`src/rtl/parser_pkg.sv`:
```
// parser_pkg: shared types and region codes for the parser rule-configuration path.
package parser_pkg;
    typedef enum logic {CONF_WR, CONF_RD} conf_op_e;
    typedef enum logic [1:0] {CONF_OK, CONF_BAD_REGION, CONF_TIMEOUT} conf_err_e;
    localparam logic [2:0] REG_RULE       = 3'd0;
    localparam logic [2:0] REG_TYPE       = 3'd1;
    localparam logic [2:0] REG_TYPE_OFS   = 3'd2;
    localparam logic [2:0] REG_KEY_OFS    = 3'd3;
    localparam logic [2:0] REG_HEAD_SHIFT = 3'd4;
    localparam logic [2:0] REG_META_SHIFT = 3'd5;
    function automatic logic region_bad(input logic [2:0] region, input int max);
        return int'({29'd0, region}) > max;
    endfunction
endpackage

```
`src/rtl/parser_conf_timer.sv`:
```
// parser_conf_timer: read-response timeout; expires so the response lands TIMEOUT_CYC cycles after RD_WAIT entry.
module parser_conf_timer #(
    parameter int TIMEOUT_CYC = 64
) (
    input  logic i_clk,
    input  logic i_rst,
    input  logic i_run,
    output logic o_expire
);
    logic [15:0] cnt_q;
    always_ff @(posedge i_clk or posedge i_rst)
        if (i_rst) cnt_q <= '0;
        else cnt_q <= i_run ? cnt_q + 16'd1 : 16'd0;
    assign o_expire = i_run && cnt_q == 16'(TIMEOUT_CYC - 1);
endmodule

```
`src/rtl/parser_conf_master.sv`:
```
// parser_conf_master: host command -> parser rule-port initiator, one response per command.
// Optional read timeout enabled by defining PARSER_CONF_TIMEOUT_EN.
module parser_conf_master
    import parser_pkg::*;
#(
    parameter int TIMEOUT_CYC = 64,
    parameter int REGION_MAX  = 5
) (
    input  logic        i_clk,
    input  logic        i_rst,
    input  logic        i_cmd_valid,
    output logic        o_cmd_ready,
    input  logic        i_cmd_op,
    input  logic [31:0] i_cmd_addr,
    input  logic [31:0] i_cmd_wdata,
    output logic        o_rule_wren,
    output logic        o_rule_rden,
    output logic [31:0] o_rule_addr,
    output logic [31:0] o_rule_wdata,
    input  logic        i_rule_rdata_valid,
    input  logic [31:0] i_rule_rdata,
    output logic        o_resp_valid,
    input  logic        i_resp_ready,
    output logic [31:0] o_resp_rdata,
    output logic [1:0]  o_resp_err,
    output logic [7:0]  o_late_cnt
);
    typedef enum logic [1:0] {IDLE, ISSUE, RD_WAIT, RESP} state_e;
    state_e      state_q;
    conf_op_e    op_q;
    conf_err_e   resp_err_q;
    logic        cmd_ready_q, wren_q, rden_q, resp_valid_q;
    logic [31:0] addr_q, wdata_q, resp_rdata_q;
    logic [7:0]  late_q;
    logic        accept, timeout;
    assign accept = i_cmd_valid && cmd_ready_q;
`ifdef PARSER_CONF_TIMEOUT_EN
    parser_conf_timer #(.TIMEOUT_CYC(TIMEOUT_CYC)) u_timer (
        .i_clk    (i_clk),
        .i_rst    (i_rst),
        .i_run    (state_q == RD_WAIT),
        .o_expire (timeout)
    );
`else
    assign timeout = 1'b0;
`endif
    always_ff @(posedge i_clk or posedge i_rst) begin
        if (i_rst) begin
            state_q      <= IDLE;
            op_q         <= CONF_WR;
            cmd_ready_q  <= 1'b0;
            wren_q       <= 1'b0;
            rden_q       <= 1'b0;
            addr_q       <= '0;
            wdata_q      <= '0;
            resp_valid_q <= 1'b0;
            resp_rdata_q <= '0;
            resp_err_q   <= CONF_OK;
            late_q       <= '0;
        end else begin
            // Parser data outside RD_WAIT has no command to belong to.
            if (i_rule_rdata_valid && state_q != RD_WAIT && late_q != 8'hFF)
                late_q <= late_q + 8'd1;
            case (state_q)
                IDLE: begin
                    cmd_ready_q <= !accept;
                    if (accept) begin
                        op_q    <= conf_op_e'(i_cmd_op);
                        addr_q  <= i_cmd_addr;
                        wdata_q <= i_cmd_wdata;
                        if (region_bad(i_cmd_addr[10:8], REGION_MAX)) begin
                            state_q      <= RESP;
                            resp_valid_q <= 1'b1;
                            resp_err_q   <= CONF_BAD_REGION;
                            resp_rdata_q <= '0;
                        end else begin
                            state_q <= ISSUE;
                            wren_q  <= !i_cmd_op;
                            rden_q  <= i_cmd_op;
                        end
                    end
                end
                ISSUE: begin
                    wren_q <= 1'b0;
                    rden_q <= 1'b0;
                    if (op_q == CONF_RD) state_q <= RD_WAIT;
                    else begin
                        state_q      <= RESP;
                        resp_valid_q <= 1'b1;
                        resp_err_q   <= CONF_OK;
                        resp_rdata_q <= '0;
                    end
                end
                RD_WAIT: if (i_rule_rdata_valid || timeout) begin
                    state_q      <= RESP;
                    resp_valid_q <= 1'b1;
                    resp_err_q   <= i_rule_rdata_valid ? CONF_OK : CONF_TIMEOUT;
                    resp_rdata_q <= i_rule_rdata_valid ? i_rule_rdata : 32'd0;
                end
                RESP: if (i_resp_ready) begin
                    state_q      <= IDLE;
                    resp_valid_q <= 1'b0;
                    cmd_ready_q  <= 1'b1;
                end
                default: state_q <= IDLE;
            endcase
        end
    end
    assign o_cmd_ready  = cmd_ready_q;
    assign o_rule_wren  = wren_q;
    assign o_rule_rden  = rden_q;
    assign o_rule_addr  = addr_q;
    assign o_rule_wdata = wdata_q;
    assign o_resp_valid = resp_valid_q;
    assign o_resp_rdata = resp_rdata_q;
    assign o_resp_err   = resp_err_q;
    assign o_late_cnt   = late_q;
endmodule

```
`config.mk`:
```
export PLATFORM = sky130hd
export DESIGN_NAME = parser_conf_master
export DESIGN_NICKNAME = d
export VERILOG_FILES = /design/src/rtl/parser_pkg.sv /design/src/rtl/parser_conf_timer.sv /design/src/rtl/parser_conf_master.sv
export SDC_FILE = /design/constraint.sdc
export NUM_CORES = 1
export LEC_CHECK = 0
export CAP_MARGIN = 20
export CORE_ASPECT_RATIO = 0.9
export CORE_MARGIN = 5
export CORE_UTILIZATION = 41
export DETAILED_ROUTE_END_ITERATION = 8
export PLACE_DENSITY = 0.8
export SETUP_SLACK_MARGIN = 0.2
export SLEW_MARGIN = 20
export SYNTH_ARGS = -nofsm -noshare
export SYNTH_HDL_FRONTEND = slang
export SYNTH_SLANG_ARGS = --single-unit
export TNS_END_PERCENT = 1
```
`constraint.sdc`:
```
create_clock -name i_clk -period 4.6 [get_ports i_clk]
set_input_delay 0.46 -clock i_clk [delete_from_list [all_inputs] [get_ports i_clk]]
set_output_delay 0.46 -clock i_clk [all_outputs]
set_load 0.005 [all_outputs]
```
# Yosys cells after proc, flatten, opt, wreduce, memory -nomap -nowiden
# Index checks and enable logic that the tools add are counted.
dict set report op_classes {
  n_addsub 1
  order_cmp 1
  n_eq_ne 11
  muxes 30
  n_reduce_logical 15
}
# operator count
set ops {}
lappend ops {{$mux W32} 4}
lappend ops {{$pmux W32 S3} 1}
lappend ops {{$mux W2} 8}
lappend ops {{$ne A2 B2 Y1 const B} 7}
lappend ops {{$mux W1} 11}
lappend ops {{$reduce_and A5 Y1} 2}
lappend ops {{$add A8 B1 Y8 const B} 1}
lappend ops {{$ne A8 B8 Y1 const B} 1}
lappend ops {{$pmux W2 S4} 1}
lappend ops {{$pmux W1 S2} 3}
lappend ops {{$pmux W2 S3} 1}
lappend ops {{$reduce_and A3 Y1} 2}
lappend ops {{$eq A2 B2 Y1 const B} 2}
lappend ops {{$pmux W1 S4} 1}
lappend ops {{$reduce_and A2 Y1} 2}
lappend ops {{$reduce_bool A2 Y1} 2}
lappend ops {{$gt A3 B3 Y1 const B} 1}
lappend ops {{$logic_and A1 B1 Y1} 3}
lappend ops {{$reduce_bool A3 Y1} 1}
lappend ops {{$eq A2 B1 Y1 const B} 1}
lappend ops {{$logic_not A1 Y1} 2}
lappend ops {{$logic_not A2 Y1} 1}
dict set report totals {
  ff_bits 113
  input_bits 102
  output_inout_bits 110
  wordCells 69
}

# Longest topological paths before layout
# Gate-level depths: netlist of the first run.
dict set report depth {
  depth_word 4
  ltp_mapped 8
  mapped_depth_nobuf 6
}

# Worst setup path before layout of the first run
# Ideal clock, no wire load.
dict set report synth_timing {
  kind {flip-flop to flip-flop}
  startpoint {register state_q[0]}
  endpoint {register late_q[7], in the netlist o_late_cnt[7]}
  setup_ns 0.125
  arrival_time_ns 1.577
  t_required_ns 4.475
  path_slack_ns 2.899
  path_stages_with_launch 8
  cell_sequence {dfrtp_1 inv_1 ha_1 clkbuf_1 nor2b_2 nand4_1 nor2_1 mux2_2}
}
dict set report synth_between {
  elab_chain_cells 3
}
# element line_no
set synth_lines {}
lappend synth_lines {{from (decl)} parser_conf_master.sv:29} ;# state_e state_q;
lappend synth_lines {{from (signal assigned)} parser_conf_master.sv:49} ;# state_q <= IDLE;
lappend synth_lines {{from (signal assigned)} parser_conf_master.sv:72} ;# state_q <= RESP;
lappend synth_lines {{from (signal assigned)} parser_conf_master.sv:77} ;# state_q <= ISSUE;
lappend synth_lines {{$ne A2 B2 Y1} parser_conf_master.sv:62} ;# if (i_rule_rdata_valid && state_q != RD_WAIT && late_q != 8'hFF)
lappend synth_lines {{$logic_and A1 B1 Y1 (2 in a row)} parser_conf_master.sv:62}
lappend synth_lines {{to (signal assigned)} parser_conf_master.sv:63} ;# late_q <= late_q + 8'd1;
lappend synth_lines {{to (decl)} parser_conf_master.sv:34} ;# logic [7:0] late_q;
# No other way between the ends.
# A chain may end at the register's enable or synchronous reset.

# Final worst setup path of the first run
dict set report layout_timing {
  startpoint {register state_q[0]}
  endpoint {register wdata_q[30], in the netlist o_rule_wdata[30]}
}
dict set report layout_between {
  elab_chain_cells 2
}
# element line_no
set layout_lines {}
lappend layout_lines {{$logic_not A2 Y1} parser_conf_master.sv:64} ;# case (state_q)
lappend layout_lines {{$reduce_and A2 Y1 (no line)} --}
lappend layout_lines {{to (signal assigned)} parser_conf_master.sv:70} ;# wdata_q <= i_cmd_wdata;
lappend layout_lines {{to (decl)} parser_conf_master.sv:33} ;# logic [31:0] addr_q, wdata_q, resp_rdata_q;
# No other way between the ends.

==> reports/metrics.yaml, run 1 <==
setup_violations: 0
fin_setup_tns_ns: 0
hold_class: "reg -> reg"
hold_viol: 0
reg2reg_slack_ns: 1.82
crit_type: "reg -> reg"
synthesis.nets: 471
leakage_nw: 2.99
finalPower_mw: 4.56
final_cells: 708
clk_pin_slew_ns: 0.07
cts_setup_buffers: 0
cap_violations: 0
place_congestion: 0.774
start_util: 0.420
core.rowCount: 36
endpoint_kind: "flop"
setup_slack_ns: 1.82
globalRouteOverflowTotal: 0
cts_tree: "built"
grt_pass1_vias: 3528
synth.top_cell.area_share: 0.618
hold_depth: 2
die_h_um: 110
ys_seq_area_frac: 0.618
synth.largest_area_cell: "dfrtp_1"
root_buffer: "clkbuf_16"
clockBufferDepth: 2
netlist_top_cells_area: "dfrtp_1, mux2_2, nand2_1"
synth_seq_cells: 112
dpl.cell_count: 692
critical_path_required_ns: 4.82
rr_endpoint: "o_rule_wdata[30]"
slew_headroom: 0.331
finClkSkew_ns: 0.0111
timing.final.crit_share: 0.605
first_pass_iters: 4
slew_violations: 0
fillers: 805
min_period_ns: 2.78
outcome: "finished, final reports clean"
grt_start_max_net_pins: 70
drive_gt1_frac: 0.163
path_max_fanout: 42
drc: 0
avgSynthCellArea_um2: 12.5
worstMarginPinSlew_ns: 1.00
p_sw_frac: 0.314
routed-via-count: 3459
final_antenna_net_count: 0
core_um2: 10800
dieArea_um2: 13300
grt_setup_unrepaired: "false"
peakVddDrop_v: 0.000288
p_switching_mw: 1.43
hp-start: "o_resp_rdata[8]"
wl_um: 12000
nets: 678
p_clk_frac: 0.189
antenna_found_initial: 0
drtIter0Drc: 170
die_width_um: 121
p_per_area_nw_per_um2: 644
power.internal_mw: 3.12
synth_warnings: 0
num_io_pins: 212
ctsHoldBuffers: 0
antenna_cells: 0
grt_pass1_wl_um: 18400
timing.rr.start: "state_q[0]"
r2r.worst_path.cells: 5
timing.fmax_mhz: 359
cts.sinks: 112
htreeDepth: 3
ctsResizeCount: 0
numPortBuffers: 210
post_drt_via_cell_ratio: 4.89
power_frac_comb: 0.444
dpl_worst_slack_ns: 1.81
hpwlAfterDp_um: 9310
routedWlPerCell_um: 16.9
areaGrowthSynthToFinish_pct: 55.9
seqPwrFrac: 0.367
cp-start-kind: "flop"
cp.arrival_ns: 3.00
clk_latency_ns: 0.34
ys_types: 30
grtUsageTotal: 0.177
cts_buffers: 9
synthesis.area_um2: 4540
synthesis.instances: 363
hold-path-endpoint: "o_resp_rdata[8]"
## cells in the mapped netlist
master / count
o211ai_1: 2
conb_1: 1
a41oi_1: 1
and4_1: 1
buf_2: 10
nor2b_2: 1
and3_1: 3
o21ai_1: 29
nor2b_1: 2
o21ai_0: 8
o31ai_1: 3
xnor2_1: 1
o2bb2ai_1: 2
dfrtp_1: 112
xor2_1: 1
clkbuf_1: 4
nand4_1: 3
inv_1: 4
nand3_1: 3
buf_6: 3
a21bo_2: 1
a21oi_1: 7
o2111ai_4: 1
nand2b_1: 5
a311oi_1: 2
nand2_1: 74
nor2_1: 3
ha_1: 6
mux2_2: 69
buf_4: 1
## cell type report
type / count / area [µm²] / area share
Clock buffer: 10 / 239 / 0.0338
Clock inverter: 6 / 97.6 / 0.0138
Inverter: 4 / 17.5 / 0.00248
Multi-Input combinational cell: 229 / 1620 / 0.229
Sequential cell: 112 / 2800 / 0.396
Tap cell: 133 / 166 / 0.0235
Timing Repair Buffer: 214 / 2130 / 0.301
## placed cells by master, fill, tap and decap left out, drive strengths merged, types with 4 or more instances in the layout
cell             n
mux2            69
clkbuf          10
inv              7
nand2           74
clkdlybuf4s50  210
nand2b           5
ha               6
a21oi            7
buf              4
o21ai           37
dfrtp          112
## through the flow
| step | area, µm² | utilization | hold slack [ns] |
|---|---|---|---|
| after detailed placement | 6740 | 0.623 | 0.478 |
| final | 7070 | 0.654 | 0.488 |
| after CTS | 7070 | 0.654 | 0.495 |
| after global placement | 6740 | 0.623 | 0.470 |
| after global routing | 7070 | 0.654 | 0.518 |
| after floorplan | 4540 | - | 0.473 |
## logic make-up after synthesis
family / synth area share
and+or+nand+nor: 0.0888
adders and majority gates: 0.0165
buffers and inverters: 0.0267
other: 0.000826
muxes: 0.171
AOI/OAI and AO/OA: 0.0744
DFF: 0.618
xor gates and xnor gates: 0.00386
## state kept, by name, summed over array words and instances (netlist names)
name,flops
op_q,1
o_resp_err,1
state_q,2
o_rule_wren,1
o_resp_rdata,32
o_late_cnt,8
o_rule_wdata,32
o_rule_addr,32
o_resp_valid,1
o_rule_rden,1
o_cmd_ready,1
## worst max-delay path: stages, from the launching register on
cell and delay [ns]:
dfrtp_1 0.43, inv_1 0.13, ha_1 0.37, nand3_2 0.82, buf_4 0.57, mux2_2 0.31
## power by group through the flow
| stage | clock (mW) | combinational, mW | sequential (mW) |
|---|---|---|---|
| floorplan | 0 | 0.922 | 1.68 |
| global placement | 0 | 2.00 | 1.67 |
| detailed placement | 0 | 2.06 | 1.69 |
| CTS | 0.880 | 2.06 | 1.68 |
| global route | 0.918 | 2.21 | 1.73 |
| finish | 0.860 | 2.02 | 1.67 |
## worst max-delay path by stage
stage | start | endpoint | cells after the start
floorplan | i_rst | o_cmd_ready | 1
global placement | i_cmd_valid | o_rule_addr[18] | 4
detailed placement | i_cmd_valid | o_rule_addr[16] | 4
CTS | state_q[0] | o_rule_addr[16] | 5
global route | state_q[0] | o_rule_wdata[30] | 5
finish | state_q[0] | o_rule_wdata[30] | 5
## metal layers
| layer | vias up | GRT usage | share of wire |
|---|---|---|---|
| met3 | 9 | 0.0643 | 0.093 |
| met5 | - | 0 | 0 |
| met4 | 0 | 0.0477 | 0.012 |
| met2 | 147 | 0.286 | 0.47 |
| li1 | 1653 | - | - |
| met1 | 1650 | 0.227 | 0.42 |
(Power assumes the default switching activity.)
==> run 2: changes to the inputs <==
--- a/config.mk
+++ b/config.mk
@@ -8,9 +8,9 @@
 export CAP_MARGIN = 20
 export CORE_ASPECT_RATIO = 0.9
 export CORE_MARGIN = 5
-export CORE_UTILIZATION = 41
+export CORE_UTILIZATION = 37
 export DETAILED_ROUTE_END_ITERATION = 8
-export PLACE_DENSITY = 0.8
+export PLACE_DENSITY = 0.76
 export SETUP_SLACK_MARGIN = 0.2
 export SLEW_MARGIN = 20
 export SYNTH_ARGS = -nofsm -noshare
==> constraint.sdc (replaced) <==
create_clock -name i_clk -period 2.3 [get_ports i_clk]
set_input_delay 0.23 -clock i_clk [delete_from_list [all_inputs] [get_ports i_clk]]
set_output_delay 0.23 -clock i_clk [all_outputs]
set_load 0.005 [all_outputs]
==> run 2 against run 1 <==
Routed wire length decreased by 4.1%; worst setup slack got worse by 1.5 ns; highest routed layer unchanged; combinational power rose by 100%; maximum frequency grew 42%; cell area is 0.85% higher; critical path depth up 1; critical endpoint is now o_resp_rdata[29]; power is 96% higher; register-to-register slack got worse by 1.5 ns; final cell count rose by 4.4%; non-clock buffer count rose by 4; global-route usage fell by 1.9 points.
==> reports/metrics.yaml, run 2 (same netlist as run 1, synthesis figures left out) <==
fin_util: 0.593  # -0.0613
seqPwrFrac: 0.373  # +0.006
setup_slack_ns: 0.337  # -1.48 ns
busiest_layer: "met2"
dieArea_um2: 14600  # +9.8%
reg2reg_slack_ns: 0.34  # -1.48 ns
numPortBuffers: 210  # unchanged
cp.arrival_ns: 2.18  # -0.82 ns
grt_start_max_net_pins: 74  # +5.7%
r2r.worst_path.cells: 6  # +1
slew_violations: 0  # unchanged
power_frac_comb: 0.457  # +0.013
timing.rr.start: "state_q[0]"
grt_setup_unrepaired: "false"
use_met1: 0.211  # -0.0166
first_pass_iters: 5  # +1
globalRouteOverflowTotal: 0  # unchanged
num_io_pins: 212  # unchanged
fin_setup_tns_ns: 0  # unchanged
final_common_cell: "clkdlybuf4s50_1"
cts_buffers: 9  # unchanged
antenna_cells: 0  # unchanged
grt_use_met3: 0.0534  # -0.0109
p_switching_mw: 2.78  # +94%
drive_gt1_frac: 0.168  # +0.00405
drtIter0Drc: 199  # +17%
clockBufferDepth: 2  # unchanged
core.rowCount: 38  # +5.6%
root_buffer: "clkbuf_16"
start_util: 0.377  # -0.0425
endpoint_kind: "flop"
ctsHoldBuffers: 0  # unchanged
die_h_um: 115  # +4.8%
hpwlAfterDp_um: 8730  # -6.2%
routedWlPerCell_um: 15.5  # -8.1%
hold_viol: 0  # unchanged
areaGrowthSynthToFinish_pct: 57.2
setup_violations: 0  # unchanged
finClkSkew_ns: 0.0121  # +0.00108 ns
antenna_found_initial: 0  # unchanged
grtUsageTotal: 0.158  # -0.0194
p_per_area_nw_per_um2: 1250  # +94%
peakVddDrop_v: 0.000595  # +110%
cp_slowest_cell: "dfrtp_1"
clk_pin_slew_ns: 0.07  # about the same
grt_pass1_wl_um: 18500  # +0.71%
holdWs_ns: 0.336  # -0.152 ns
path_max_fanout: 20  # -52%
crit_path_max_incr_delay_ns: 0.43  # -0.39 ns
nets: 682  # +0.59%
final_antenna_net_count: 0  # unchanged
htreeDepth: 3  # unchanged
power.internal_mw: 6.14  # +97%
die_width_um: 127  # +4.8%
wl_um: 11500  # -4.1%
routed-via-count: 3481  # +0.64%
grt_use_met2: 0.247  # -0.0392
drc: 0  # unchanged
leakage_nw: 2.99  # about the same
place_congestion: 0.797  # +2.9%
timing.fmax_mhz: 509  # +42%
cts.sinks: 112  # unchanged
final_cells: 739  # +4.4%
p_clk_frac: 0.170  # -0.019
critical_path_required_ns: 2.51  # -2.31 ns
crit_chain: "inv_1, ha_1, and3_1, o2111ai_4, buf_4, o21ai_0"
final_cell_mix: "clkdlybuf4s50_1, dfrtp_1, nand2_1"
min_period_ns: 1.96  # -0.821 ns
post_drt_via_cell_ratio: 4.71  # -3.6%
grt_pass1_vias: 3602  # +2.1%
cts_tree: "built"
cp-start-kind: "flop"
cap_violations: 0  # unchanged
p_sw_frac: 0.312  # -0.00267
crit_type: "reg -> reg"
dpl_worst_slack_ns: 0.295  # -1.52 ns
clk_latency_ns: 0.34  # about the same
timing.final.crit_share: 0.854  # +0.248
rr_endpoint: "o_resp_rdata[29]"
core_um2: 12000  # +11%
outcome: "finished, final reports clean"
dpl.cell_count: 723  # +4.5%
hold_class: "in -> async"
-- run 2: layout make-up --
type / count / area, µm²
flip-flops and latches: 112 / 2800
clock buffers: 13 / 270
repair buffers: 218 / 2190
well taps: 160 / 200
clock inverters: 3 / 25.0
inverters: 4 / 18.8
multi-input cells: 229 / 1630
fillers: 971 / 4890
-- run 2: power by group through the flow --
stage	combinational [mW]	sequential (mW)	clock [mW]
after floorplan	1.85	3.36	0
final	4.08	3.33	1.51
after detailed placement	4.13	3.36	0
after global routing	4.48	3.45	1.65
after global placement	4.01	3.33	0
after CTS	4.14	3.34	1.57
-- run 2: how the worst max path moves through the flow --
stage | endpoint | depth (start not counted) | from | slack (ns)
final | o_resp_rdata[29] | 6 | state_q[0] | 0.34
after global routing | o_resp_rdata[27] | 7 | state_q[0] | 0.20
after CTS | o_resp_rdata[30] | 7 | state_q[0] | 0.28
after detailed placement | o_resp_rdata[15] | 7 | state_q[0] | 0.29
after global placement | o_resp_rdata[15] | 6 | state_q[0] | 0.44
after floorplan | o_late_cnt[7] | 7 | state_q[0] | 0.60
-- run 2: worst max-delay path: cells and delay by family (launching register included) --
kind            cells  cell delay (ns)
buf+inv             2             0.39
compound gates      2             0.42
fa+ha+maj           1             0.32
simple gates        1             0.27
flops               1             0.43
-- run 2: routing by layer --
layer | wire length (µm) | share of wire
met1 | 5090 | 0.44
met2 | 5290 | 0.46
met3 | 923 | 0.080
met4 | 175 | 0.015
met5 | 0 | 0
-- run 2: stage by stage --
step | area (µm²) | total power, mW
floorplan | 4540 | 5.21
global placement | 6840 | 7.33
detailed placement | 6840 | 7.49
CTS | 7130 | 9.04
global route | 7130 | 9.58
finish | 7130 | 8.92
-- run 2: timing repair --
action / CTS / global route
setup endpoints to repair: 0 / 15
gates resized for setup: 0 / 1
setup buffers: 0 / 0
